[config.mk]
export PLATFORM = sky130hd
export DESIGN_NAME = poly_pair_mul_seq_flat
export DESIGN_NICKNAME = d
export VERILOG_FILES = /design/src/rtl/poly_pair_mul_seq_if.sv /design/src/rtl/poly_pair_mul_seq.sv /design/src/flat_wrapper.sv
export SDC_FILE = /design/constraint.sdc
export NUM_CORES = 1
export LEC_CHECK = 0
export CORE_MARGIN = 3
export CORE_UTILIZATION = 60
export CTS_BUF_LIST = sky130_fd_sc_hd__clkbuf_8
export DETAILED_ROUTE_END_ITERATION = 8
export DONT_BUFFER_PORTS = 1
export GPL_ROUTABILITY_DRIVEN = 0
export PLACE_DENSITY = 0.73
export SYNTH_ARGS = -nofsm -noshare
export SYNTH_HDL_FRONTEND = slang
export SYNTH_SLANG_ARGS = --single-unit
[constraint.sdc]
create_clock -name clk -period 10.5 [get_ports clk]
set_clock_uncertainty 0.1 [all_clocks]
set_input_delay 2.1 -clock clk [delete_from_list [all_inputs] [get_ports clk]]
set_output_delay 2.1 -clock clk [all_outputs]
set_load 0.03 [all_outputs]
[src/rtl/poly_pair_mul_seq_if.sv]
// Operand/result handshake bundle for poly_pair_mul_seq: operand set + select in,
// product + error flag out, valid/ready on each side.
interface poly_pair_mul_seq_if #(
  parameter int N_IN = 3,
  parameter int W    = 16
);
  localparam int SEL_W = $clog2(N_IN + 1);
  localparam int P     = W * (N_IN - 1);

  logic              in_valid;
  logic              in_ready;
  logic [N_IN*W-1:0] in_ops;
  logic [SEL_W-1:0]  in_sel;
  logic              out_valid;
  logic              out_ready;
  logic [P-1:0]      out_data;
  logic              out_err;

  modport master (
    output in_valid, in_ops, in_sel, out_ready,
    input  in_ready, out_valid, out_data, out_err
  );

  modport slave (
    input  in_valid, in_ops, in_sel, out_ready,
    output in_ready, out_valid, out_data, out_err
  );
endinterface

[src/rtl/poly_pair_mul_seq.sv]
// Product of all captured operands except the selected one, one W x P multiply per cycle.
// out_valid rises N_IN cycles after accept; result held in DONE until out_ready, no accept meanwhile.
module poly_pair_mul_seq #(
  parameter int N_IN = 3,
  parameter int W    = 16
) (
  input  logic                clk,
  input  logic                rst_n,
  poly_pair_mul_seq_if.slave  bus,
  output logic                busy
);
  localparam int SEL_W = $clog2(N_IN + 1);
  localparam int P     = W * (N_IN - 1);
  localparam int IDX_W = $clog2(N_IN);

  typedef enum logic [1:0] {IDLE, RUN, DONE} state_t;

  state_t            state_q, state_d;
  logic [N_IN*W-1:0] ops_q;
  logic [SEL_W-1:0]  sel_q;
  logic [IDX_W-1:0]  idx_q;
  logic [P-1:0]      acc_q;
  logic [P-1:0]      data_q;
  logic              err_q;

  logic [W-1:0]      op_cur;
  logic [W-1:0]      factor;
  logic [P-1:0]      prod;
  logic              last_step;
  logic              sel_ok;
  logic              sel_err;

  always_comb begin
    op_cur    = ops_q[idx_q*W +: W];
    // The excluded operand contributes a factor of one, keeping the step count fixed.
    factor    = ((sel_q != '0) && (32'(sel_q) == 32'(idx_q) + 32'd1)) ? W'(1) : op_cur;
    prod      = acc_q * P'(factor);
    last_step = (idx_q == IDX_W'(N_IN - 1));
    sel_err   = (32'(sel_q) > N_IN);
    sel_ok    = (sel_q != '0) && !sel_err;
  end

  always_comb begin
    state_d = state_q;
    case (state_q)
      IDLE:    if (bus.in_valid) state_d = RUN;
      RUN:     if (last_step) state_d = DONE;
      DONE:    if (bus.out_ready) state_d = IDLE;
      default: state_d = IDLE;
    endcase
  end

  always_ff @(posedge clk or negedge rst_n) begin
    if (!rst_n) begin
      state_q <= IDLE;
      ops_q   <= '0;
      sel_q   <= '0;
      idx_q   <= '0;
      acc_q   <= '0;
      data_q  <= '0;
      err_q   <= 1'b0;
    end else begin
      state_q <= state_d;
      case (state_q)
        IDLE: begin
          if (bus.in_valid) begin
            ops_q <= bus.in_ops;
            sel_q <= bus.in_sel;
            acc_q <= P'(1);
            idx_q <= '0;
          end
        end
        RUN: begin
          acc_q <= prod;
          idx_q <= idx_q + 1'b1;
          if (last_step) begin
            data_q <= sel_ok ? prod : '0;
            err_q  <= sel_err;
          end
        end
        default: ;
      endcase
    end
  end

  assign bus.in_ready  = (state_q == IDLE);
  assign bus.out_valid = (state_q == DONE);
  assign bus.out_data  = data_q;
  assign bus.out_err   = err_q;
  assign busy          = (state_q == RUN) || (state_q == DONE);
endmodule

[src/flat_wrapper.sv]
// flat-port wrapper written by rule: the top's interface ports become plain ports
module poly_pair_mul_seq_flat 
#(
  parameter int N_IN = 3,
  parameter int W    = 16
)
  (clk, rst_n, busy, bus_in_valid, bus_in_ops, bus_in_sel, bus_out_ready, bus_in_ready, bus_out_valid, bus_out_data, bus_out_err);
  poly_pair_mul_seq_if #(.N_IN(N_IN), .W(W)) bus_i ();
  input  logic clk;
  input  logic rst_n;
  output logic busy;
  input wire logic [$bits(bus_i.in_valid)-1:0] bus_in_valid;
  input wire logic [$bits(bus_i.in_ops)-1:0] bus_in_ops;
  input wire logic [$bits(bus_i.in_sel)-1:0] bus_in_sel;
  input wire logic [$bits(bus_i.out_ready)-1:0] bus_out_ready;
  output wire logic [$bits(bus_i.in_ready)-1:0] bus_in_ready;
  output wire logic [$bits(bus_i.out_valid)-1:0] bus_out_valid;
  output wire logic [$bits(bus_i.out_data)-1:0] bus_out_data;
  output wire logic [$bits(bus_i.out_err)-1:0] bus_out_err;
  assign bus_i.in_valid = bus_in_valid;
  assign bus_i.in_ops = bus_in_ops;
  assign bus_i.in_sel = bus_in_sel;
  assign bus_i.out_ready = bus_out_ready;
  assign bus_in_ready = bus_i.in_ready;
  assign bus_out_valid = bus_i.out_valid;
  assign bus_out_data = bus_i.out_data;
  assign bus_out_err = bus_i.out_err;
  poly_pair_mul_seq #(.N_IN(N_IN), .W(W)) u_core (.clk(clk), .rst_n(rst_n), .bus(bus_i), .busy(busy));
endmodule
==> results.sh <==
export IMPL_outcome="complete, no violations"
export IMPL_setup_tns_ps=0
export IMPL_required_ps=10720
export IMPL_grtUsageMet1=0.404
export IMPL_reg2reg_depth=29
export IMPL_cap_violations=0
export IMPL_finalNetCount=2122
export IMPL_cts_clk_slew_worst_paths_ps=70
export IMPL_hold_buffers=0
export IMPL_slowest_stage="a21oi_2"
export IMPL_drt_iter0_markers=913
export IMPL_die_w_microns=172
export IMPL_nFillCells=2220
export IMPL_grt_use_met2=0.498
export IMPL_syn_nets=2166
export IMPL_cts_tree="yes"
export IMPL_postSynth_asyncResetShare=1.00
export IMPL_grt_pass1_vias=13224
export IMPL_syn_cell_area_sq_um=16500
export IMPL_fin_util=0.636
export IMPL_die_area_sq_um=29500
export IMPL_setup_viol=0
export IMPL_ff2ff_setup_slack_ps=1650
export IMPL_port_buffer_count=0
export IMPL_r2r_start="u_core.idx_q[0]"
export IMPL_min_period_ps=8850
export IMPL_startpoint="u_core.idx_q[0]"
export IMPL_start_util=0.610
export IMPL_htreeDepth=4
export IMPL_cp_end_kind="flop"
export IMPL_cts_resized=0
export IMPL_setup_worst_path_end="u_core.bus.out_data[29]"
export IMPL_ys_ff_latch=118
export IMPL_synth_area_leader_cell="fa_1"
export IMPL_synth_warnings=0
export IMPL_die_h_microns=172
export IMPL_drive_gt1_frac=0.0791
export IMPL_drcViolationCount=0
export IMPL_rows=60
export IMPL_hold_viol_final=0
export IMPL_antenna_found_initial=0
export IMPL_overflow=0
export IMPL_max_slew_margin_rel=0.288
export IMPL_grt_max_degree=119
export IMPL_slew_violations=0
export IMPL_ys_dominant_reg_cell="dfrtp_1"
export IMPL_setup_worst_path_class="reg -> reg"
export IMPL_dpl_hpwl_mm=32.6
export IMPL_cts_max_path_buffers=2
export IMPL_hp_class="reg -> reg"
export IMPL_ys_types=58
export IMPL_critical_path_peak_fanout=17
export IMPL_cts_setup_buffers=0
export IMPL_netlist_instances=1738
export IMPL_layout_commonest_cell="inv_1"
export IMPL_dr_pass1_iters=6
export IMPL_avgSynthCellArea_sq_um=9.49
export IMPL_vias_per_cell=5.89
export IMPL_crit_arrival_ps=9070
export IMPL_clockRootBuffer="clkbuf_8"
export IMPL_routed_wl_mm=42.4
export IMPL_worstMarginPinSlew_ps=1070
export IMPL_clock_latency_ps=440
export IMPL_cts_sinks=118
export IMPL_rsz0062_at_grt="false"
export IMPL_coreArea_sq_um=27000
export IMPL_io_pins=90
export IMPL_num_vias=12059
export IMPL_track_usage=0.306
export IMPL_cp_start_kind="flop"
export IMPL_timing_fmax_ghz=0.113
export IMPL_multi_input_area_sq_um=11900
export IMPL_synth_top_area_share=0.369
export IMPL_grt_most_used_layer="met2"
export IMPL_ys_seq_area_frac=0.179
export IMPL_ff_latch_area_sq_um=2950
export IMPL_max_stage_delay_ps=700
export IMPL_grt_pass1_wl_mm=69.8
export IMPL_r2r_end="u_core.bus.out_data[29]"
export IMPL_ant_nets=0
export IMPL_crit_top_cell="fa_1"
export IMPL_synth_area_leaders="fa_1, dfrtp_1, inv_1"
export IMPL_area_delta_synth_final_pct=4.25
export IMPL_met3_usage=0.0699
export IMPL_post_route_period_util=0.843
export IMPL_synth_edff_count=0
export IMPL_final_cell_mix="inv_1, fa_1, nand2_1, and2_1, dfrtp_1"
export IMPL_cts_buffers=17
export IMPL_wl_per_cell_microns=20.7
cells by family after synthesis:
kind of cell | Yosys count | synth area share
other cells | 1 | 0.000227
mux | 67 | 0.0452
simple gates | 532 | 0.152
compound gates | 169 | 0.0749
xor+xnor | 41 | 0.0259
fa+ha+maj | 374 | 0.422
buf+inv | 436 | 0.100
flops | 118 | 0.179
registers in the layout, summed over array words and instances, names as in the netlist:
register and count:
u_core.ops_q 48, u_core.idx_q 2, u_core.bus.out_data 32, u_core.acc_q 32, u_core.sel_q 2, u_core.state_q 2
worst max-delay path: cells and delay by family (launching register included):
kind | cells | cell delay [ps]
AO/OA/AOI/OAI | 11 | 2580
flip-flops | 1 | 640
AND/OR/NAND/NOR | 1 | 120
adder cells (fa/ha/maj) | 8 | 3850
buffers and inverters | 8 | 1230
XOR/XNOR | 1 | 200
metrics by stage:
stage,instance area [sq um],setup slack (ps),hold WS [ps],instances
6_report,17200,1650,402,2049
5_1_grt,17200,1130,422,2047
4_1_cts,17200,1680,404,2047
3_5_place_dp,16800,1690,387,2016
3_3_place_gp,16800,1910,375,2016
2_1_floorplan,16500,2780,355,1738
how the worst min path moves through the flow:
stage | startpoint | to | slack [ps] | cells past startpoint
4_1_cts | u_core.ops_q[34] | u_core.ops_q[34] | 400 | 1
3_3_place_gp | u_core.acc_q[31] | u_core.acc_q[31] | 370 | 2
6_report | u_core.ops_q[15] | u_core.ops_q[15] | 400 | 1
3_5_place_dp | u_core.ops_q[34] | u_core.ops_q[34] | 390 | 1
2_1_floorplan | u_core.acc_q[31] | u_core.acc_q[31] | 360 | 2
5_1_grt | u_core.ops_q[1] | u_core.ops_q[1] | 420 | 1
Yosys cell counts (all sizes together), types with 7 or more instances:
cell type / n
nand3: 10
o21a: 8
and3: 35
fa: 304
nor3: 8
dfrtp: 118
a21oi: 36
buf: 16
nor2: 33
clkbuf: 72
xnor2: 30
and2: 130
ha: 70
a21o: 15
inv: 347
mux2i: 7
nand2: 291
o21ai: 28
a22o: 41
mux2: 60
layer usage:
layer,part of all wire,vias up
li1,-,5204
met1,0.39,6161
met2,0.49,566
met3,0.090,128
met4,0.039,0
met5,0,-
layout make-up:
class	count	area share
multi-input combinational	1184	0.694
sequential	118	0.172
inverter	348	0.0759
tap	341	0.0248
clock buffer	18	0.0144
timing repair buffer	25	0.0109
clock inverter	13	0.00778
antenna	2	0.000291
Power is not shown: default switching activity piles up to over one toggle a cycle in this logic, so the estimate is an artifact.
